===== config.mk =====
export PLATFORM = sky130hd
export DESIGN_NAME = instruction_fetch_stage_flat
export DESIGN_NICKNAME = d
export VERILOG_FILES = /design/src/rtl/instruction_fetch_stage_if.sv /design/src/rtl/instruction_fetch_stage.sv /design/src/flat_wrapper.sv
export SDC_FILE = /design/constraint.sdc
export NUM_CORES = 1
export LEC_CHECK = 0
export BUFFER_PORTS_ARGS = -buffer_cell sky130_fd_sc_hd__buf_2
export CAP_MARGIN = 20
export CELL_PAD_IN_SITES_DETAIL_PLACEMENT = 0
export CELL_PAD_IN_SITES_GLOBAL_PLACEMENT = 2
export CORE_UTILIZATION = 26
export CTS_BUF_LIST = sky130_fd_sc_hd__clkbuf_8
export DETAILED_ROUTE_END_ITERATION = 7
export PLACE_DENSITY_LB_ADDON = 0.1
export SLEW_MARGIN = 20
export SYNTH_ARGS = -nofsm -noshare
export SYNTH_HDL_FRONTEND = slang
export SYNTH_SLANG_ARGS = --single-unit

===== constraint.sdc =====
create_clock -name clk -period 3 [get_ports clk]
set_clock_uncertainty 0.15 [all_clocks]
set_input_delay 0.6 -clock clk [delete_from_list [all_inputs] [get_ports clk]]
set_output_delay 0.6 -clock clk [all_outputs]
set_load 0.03 [all_outputs]

===== src/rtl/instruction_fetch_stage_if.sv =====
// Instruction-memory bus between the IF stage (master) and the 1024-word
// instruction memory (slave). Address is a word address; read data is a
// combinational function of the address.
interface instruction_fetch_stage_if #(
   parameter int IMEM_AW = 10
);
   logic [IMEM_AW-1:0] imem_addr;
   logic [31:0]        imem_rdata;

   modport master (output imem_addr, input imem_rdata);
   modport slave  (input imem_addr, output imem_rdata);
endinterface


===== src/rtl/instruction_fetch_stage.sv =====
// IF stage of the pipelined MIPS core. Owns the PC, presents the word
// address to instruction memory and captures the fetched word into the
// IF/ID register. Per-edge priority: rst > redirect > stall > fetch.
// A redirect flushes IF/ID with NOP_WORD and clears if_id_valid.
// Optional feature macro: PERF_CNT_EN builds saturating fetch/stall
// counters; without it fetch_count and stall_count read as zero.
module instruction_fetch_stage #(
   parameter logic [31:0] RESET_PC = 32'h0000_0000,
   parameter int          IMEM_AW  = 10,
   parameter logic [31:0] NOP_WORD = 32'h0000_0000
) (
   input  logic                       clk,
   input  logic                       rst,
   input  logic                       stall,
   input  logic                       redirect,
   input  logic [31:0]                redirect_pc,
   instruction_fetch_stage_if.master  imem,
   output logic [31:0]                pc,
   output logic [31:0]                if_id_instr,
   output logic [31:0]                if_id_pc_plus4,
   output logic                       if_id_valid,
   output logic [31:0]                fetch_count,
   output logic [31:0]                stall_count
);

   logic [31:0] pc_next;
   logic [31:0] pc_plus4;
   logic [31:0] instr_next;
   logic [31:0] pc_plus4_next;
   logic        valid_next;
   logic        fetch_evt;
   logic        stall_evt;

   // Low target bits are discarded, so the word-aligned PC never uses them.
   logic unused_redirect_bits;
   assign unused_redirect_bits = &{1'b0, redirect_pc[1:0]};

   // Upper PC bits are ignored here, so memory aliases every 4*2^IMEM_AW bytes.
   assign imem.imem_addr = pc[IMEM_AW+1:2];
   assign pc_plus4       = pc + 32'd4;

   // Next-state selection for PC and IF/ID: redirect beats stall beats fetch.
   always_comb begin
      pc_next       = pc;
      instr_next    = if_id_instr;
      pc_plus4_next = if_id_pc_plus4;
      valid_next    = if_id_valid;
      fetch_evt     = 1'b0;
      stall_evt     = 1'b0;
      if (redirect) begin
         pc_next       = {redirect_pc[31:2], 2'b00};
         instr_next    = NOP_WORD;
         pc_plus4_next = 32'h0000_0000;
         valid_next    = 1'b0;
      end else if (stall) begin
         stall_evt     = 1'b1;
      end else begin
         pc_next       = pc_plus4;
         instr_next    = imem.imem_rdata;
         pc_plus4_next = pc_plus4;
         valid_next    = 1'b1;
         fetch_evt     = 1'b1;
      end
   end

   // PC and IF/ID pipeline register update with synchronous reset.
   always_ff @(posedge clk) begin
      if (rst) begin
         pc             <= RESET_PC;
         if_id_instr    <= NOP_WORD;
         if_id_pc_plus4 <= 32'h0000_0000;
         if_id_valid    <= 1'b0;
      end else begin
         pc             <= pc_next;
         if_id_instr    <= instr_next;
         if_id_pc_plus4 <= pc_plus4_next;
         if_id_valid    <= valid_next;
      end
   end

`ifdef PERF_CNT_EN
   // Saturating performance counters, cleared only by reset.
   always_ff @(posedge clk) begin
      if (rst) begin
         fetch_count <= 32'h0000_0000;
         stall_count <= 32'h0000_0000;
      end else begin
         if (fetch_evt && (fetch_count != 32'hFFFF_FFFF)) begin
            fetch_count <= fetch_count + 32'd1;
         end else begin
            fetch_count <= fetch_count;
         end
         if (stall_evt && (stall_count != 32'hFFFF_FFFF)) begin
            stall_count <= stall_count + 32'd1;
         end else begin
            stall_count <= stall_count;
         end
      end
   end
`else
   logic unused_evt;
   assign unused_evt  = fetch_evt ^ stall_evt;
   assign fetch_count = 32'h0000_0000;
   assign stall_count = 32'h0000_0000;
`endif

endmodule


===== src/flat_wrapper.sv =====
// flat-port wrapper written by rule: the top's interface ports become plain ports
module instruction_fetch_stage_flat 
#(
   parameter logic [31:0] RESET_PC = 32'h0000_0000,
   parameter int          IMEM_AW  = 10,
   parameter logic [31:0] NOP_WORD = 32'h0000_0000
)
  (clk, rst, stall, redirect, redirect_pc, pc, if_id_instr, if_id_pc_plus4, if_id_valid, fetch_count, stall_count, imem_imem_addr, imem_imem_rdata);
  instruction_fetch_stage_if #(.IMEM_AW(IMEM_AW)) imem_i ();
  input  logic clk;
  input  logic rst;
  input  logic stall;
  input  logic redirect;
  input  logic [31:0] redirect_pc;
  output logic [31:0] pc;
  output logic [31:0] if_id_instr;
  output logic [31:0] if_id_pc_plus4;
  output logic if_id_valid;
  output logic [31:0] fetch_count;
  output logic [31:0] stall_count;
  output wire logic [$bits(imem_i.imem_addr)-1:0] imem_imem_addr;
  input wire logic [$bits(imem_i.imem_rdata)-1:0] imem_imem_rdata;
  assign imem_imem_addr = imem_i.imem_addr;
  assign imem_i.imem_rdata = imem_imem_rdata;
  instruction_fetch_stage #(.RESET_PC(RESET_PC), .IMEM_AW(IMEM_AW), .NOP_WORD(NOP_WORD)) u_core (.clk(clk), .rst(rst), .stall(stall), .redirect(redirect), .redirect_pc(redirect_pc), .imem(imem_i), .pc(pc), .if_id_instr(if_id_instr), .if_id_pc_plus4(if_id_pc_plus4), .if_id_valid(if_id_valid), .fetch_count(fetch_count), .stall_count(stall_count));
endmodule

==> results by group <==
Global route
  • Met3 track demand over resource: 0.0411
  • Met1 track demand over resource in global routing: 0.200
  • Via count of the first global-routing pass: 4453
  • Number of antenna violations at the first check in global routing: 0
  • Global route overflow: 0
  • Overall global routing resource usage: 0.163
  • Met2 Use GR: 0.281
  • Wire length of the first global-routing pass: 24.8 mm
  • Pin count of the biggest net entering global routing: 47
  • Layer with the highest usage after global routing: met2

Routing
  • Detail-routed via count per cell: 4.64
  • Initial DRT Pass Iterations: 4
  • Average wire length per cell after detail routing: 16.3 um
  • Via Count: 4703
  • DRT Wirelength: 16.5 mm
  • Detailed Route Iter0 Violations: 227
  • Antenna viol nets, final: 0
  • Drc violations: 0

Logic synthesis
  • Synthesized area divided by synthesized cell count: 8.42 um^2
  • Seq cells post-synth: 93
  • Post-synthesis sequential area ratio: 0.370
  • Number of enable-type register cells in the synthesized netlist: 0
  • Cell count after synthesis: 598
  • Top_reg_cell synth: sky130_fd_sc_hd__dfxtp_1
  • Synthesis Warnings: 0
  • Unique masters post-synth: 48
  • Async set-reset flop share out of synthesis: 0
  • Post-synthesis instance area: 0.00503 mm^2

Placed design
  • RePlAce Congestion: 0.735
  • Estimated wirelength of the detail-placed design: 12.0 mm
  • Cells after DPL: 998
  • Buffers on Ports: 168
  • Pre-CTS setup slack: 0.534 ns

Worst setup path
  • Required arrival time at the worst endpoint: 3.16 ns
  • WP data arrival: 2.63 ns
  • Worst setup path category: register to register
  • Most frequent CP cell: sky130_fd_sc_hd__or4_1
  • Cells along the critical path: nand4_4 > or4_1 > or4_1 > a311oi_1
  • Largest driver fanout on the critical path: 9
  • Slowest stage delay, CP: 0.70 ns
  • Startpoint Class: register
  • Setup slack on the worst flop-to-flop path: 0.54 ns
  • Register-to-Register Path Depth: 4
  • Crit. End Element: register
  • Worst r2r src: u_core.pc[5]
  • Slowest CP cell: sky130_fd_sc_hd__or4_1
  • Endpoint of the lowest-slack register-to-register path: u_core.pc[25]

Power
  • Power per standard cell area: 467 mW/mm^2
  • Worst VDD drop: 0.209 mV
  • LEAKAGE: 2.73 nW

Floorplan
  • Core outline area: 0.0188 mm^2
  • Horizontal die dimension: 141 um
  • Initial core utilization: 0.267
  • Die boundary height: 141 um
  • Die Outline Area: 0.0199 mm^2
  • Boundary Pins: 239
  • Core Rows: 50

CTS
  • Reg clk slew, reported paths: 0.12 ns
  • Setup repair bufs after CTS: 0
  • Clock H-tree levels: 3
  • Latest clock arrival within the worst-skew pair: 0.39 ns
  • Resize count post-CTS: 0
  • Hold Buf Count CTS: 0
  • Number of clock sinks: 93
  • Cell chosen for the clock root: sky130_fd_sc_hd__clkbuf_8
  • Number of CTS-inserted buffers: 9
  • CTS tree: built
  • Buffer depth of the longest clock path: 2

STA
  • Fin crit share: 0.821
  • Slew at the pin closest to its max-slew limit: 0.638 ns
  • Number of failing setup endpoints in the final timing report: 0
  • Fin worst setup slack: 0.537 ns
  • Max-slew violation total from the final report: 0
  • Minimum clock period after layout: 2.46 ns
  • Final TNS setup: 0 ns
  • Peak clock frequency supported by timing: 406 MHz
  • Setup repair after global routing missed its margin: no
  • Worst hold margin: 0.277 ns
  • Normalized max-slew margin: 0.574
  • Number of failing hold endpoints at the final stage: 0

Layout
  • Final net count: 818
  • Number of standard cells in the final layout excluding fillers: 1014
  • Fraction of final layout cells with drive strength greater than 1: 0.294
  • Area Growth Syn to Fin: 22.1%
  • Number of antenna repair diodes: 0
  • Utilization of the core after routing: 0.326

Flow run
  • Count of maximum capacitance violations: 0

Min path
  • Min-delay src: imem_imem_rdata[24]
  • Capture endpoint of the worst hold path: u_core.if_id_instr[24]
  • Worst min-delay path category: input port to register
  • Cell count of the worst hold path: 3

Outcome
  • Status: completed
[synth_stat cells (3+ instances only)]
cell type	n	area share
sky130_fd_sc_hd__clkbuf_2	3	0.0030
sky130_fd_sc_hd__nand3_1	13	0.013
sky130_fd_sc_hd__nor3_1	18	0.018
sky130_fd_sc_hd__nand2_1	21	0.016
sky130_fd_sc_hd__nand2b_1	4	0.0050
sky130_fd_sc_hd__a21oi_1	19	0.019
sky130_fd_sc_hd__and4_1	9	0.016
sky130_fd_sc_hd__o211a_1	4	0.0080
sky130_fd_sc_hd__or4_1	16	0.024
sky130_fd_sc_hd__nor2_1	71	0.053
sky130_fd_sc_hd__xor2_1	3	0.0052
sky130_fd_sc_hd__xnor2_1	16	0.028
sky130_fd_sc_hd__or3_1	12	0.015
sky130_fd_sc_hd__nand4_1	9	0.011
sky130_fd_sc_hd__clkbuf_1	40	0.030
sky130_fd_sc_hd__a31oi_1	6	0.0075
sky130_fd_sc_hd__a211oi_1	12	0.018
sky130_fd_sc_hd__a311oi_1	18	0.031
sky130_fd_sc_hd__buf_4	78	0.12
sky130_fd_sc_hd__inv_1	11	0.0082
sky130_fd_sc_hd__o31ai_1	12	0.018
sky130_fd_sc_hd__mux2i_1	34	0.068
sky130_fd_sc_hd__o21ai_0	33	0.033
sky130_fd_sc_hd__dfxtp_1	93	0.37
sky130_fd_sc_hd__nor4_1	14	0.017
[critical path, delay by kind of cell (launching register included)]
kind	cells	cell delay, ns
flops	1	0.54
simple gates	3	1.45
compound gates	1	0.25
[sequential cells by signal, summed over array words and instances (netlist names)]
register	count
u_core.if_id_pc_plus4	30
u_core.pc	30
u_core.if_id_instr	32
u_core.if_id_valid	1
[cell families (layout without fill, tap and decap cells)]
logic type,count (synthesis),count (layout),share of synthesized area
simple gates,201,201,0.215
buf+inv,135,224,0.160
compound gates,114,114,0.151
flops,93,93,0.370
mux,34,34,0.0676
xor+xnor,19,19,0.0331
fa+ha+maj,1,1,0.00248
other cells,1,68,0.000745
[per-stage QoR]
stage | cell area (um^2) | total power [mW]
floorplan | 5290 | 1.88
global placement | 5930 | 1.99
detailed placement | 5930 | 1.99
CTS | 6150 | 2.92
global route | 6150 | 3.02
finish | 6150 | 2.87
[report_power, final]
part | total (mW) | switching [mW] | internal, mW
registers | 1.35 | 0.0616 | 1.29
clock network | 0.912 | 0.575 | 0.337
logic | 0.607 | 0.434 | 0.172
total | 2.87 | 1.07 | 1.80
[worst max-delay path by stage]
stage	from	to	slack (ns)	cells past startpoint
global route	u_core.pc[13]	u_core.pc[30]	0.40	5
finish	u_core.pc[5]	u_core.pc[25]	0.54	4
CTS	u_core.pc[5]	u_core.pc[23]	0.52	4
global placement	stall	u_core.pc[3]	0.55	7
floorplan	u_core.pc[4]	u_core.pc[25]	0.52	6
detailed placement	stall	u_core.pc[3]	0.53	7
[cell type report]
class	instances	area (um^2)
Clock buffer	9	124
Clock inverter	7	91.3
Fill cell	2085	12700
Inverter	11	41.3
Multi-Input combinational cell	437	2620
Sequential cell	93	1860
Tap cell	260	325
Timing Repair Buffer	197	1080
[routing by layer]
metal  share of wire  wire [um]  vias to the layer above
met4          0.0081        134                        0
met1            0.44       7300                     2236
met2            0.49       8060                      144
met5               0          0                        -
li1                -          -                     2314
met3           0.061       1000                        9
[cells in the final DEF, fill, tap and decap left out, types with 19 or more instances in the layout]
cell,Yosys,layout
sky130_fd_sc_hd__a21oi_1,19,19
sky130_fd_sc_hd__buf_2,1,168
sky130_fd_sc_hd__buf_4,78,27
sky130_fd_sc_hd__conb_1,1,68
sky130_fd_sc_hd__dfxtp_1,93,93
sky130_fd_sc_hd__mux2i_1,34,34
sky130_fd_sc_hd__nand2_1,21,21
sky130_fd_sc_hd__nor2_1,71,71
sky130_fd_sc_hd__o21ai_0,33,33
Note: power is estimated with default switching activity, not from simulation.
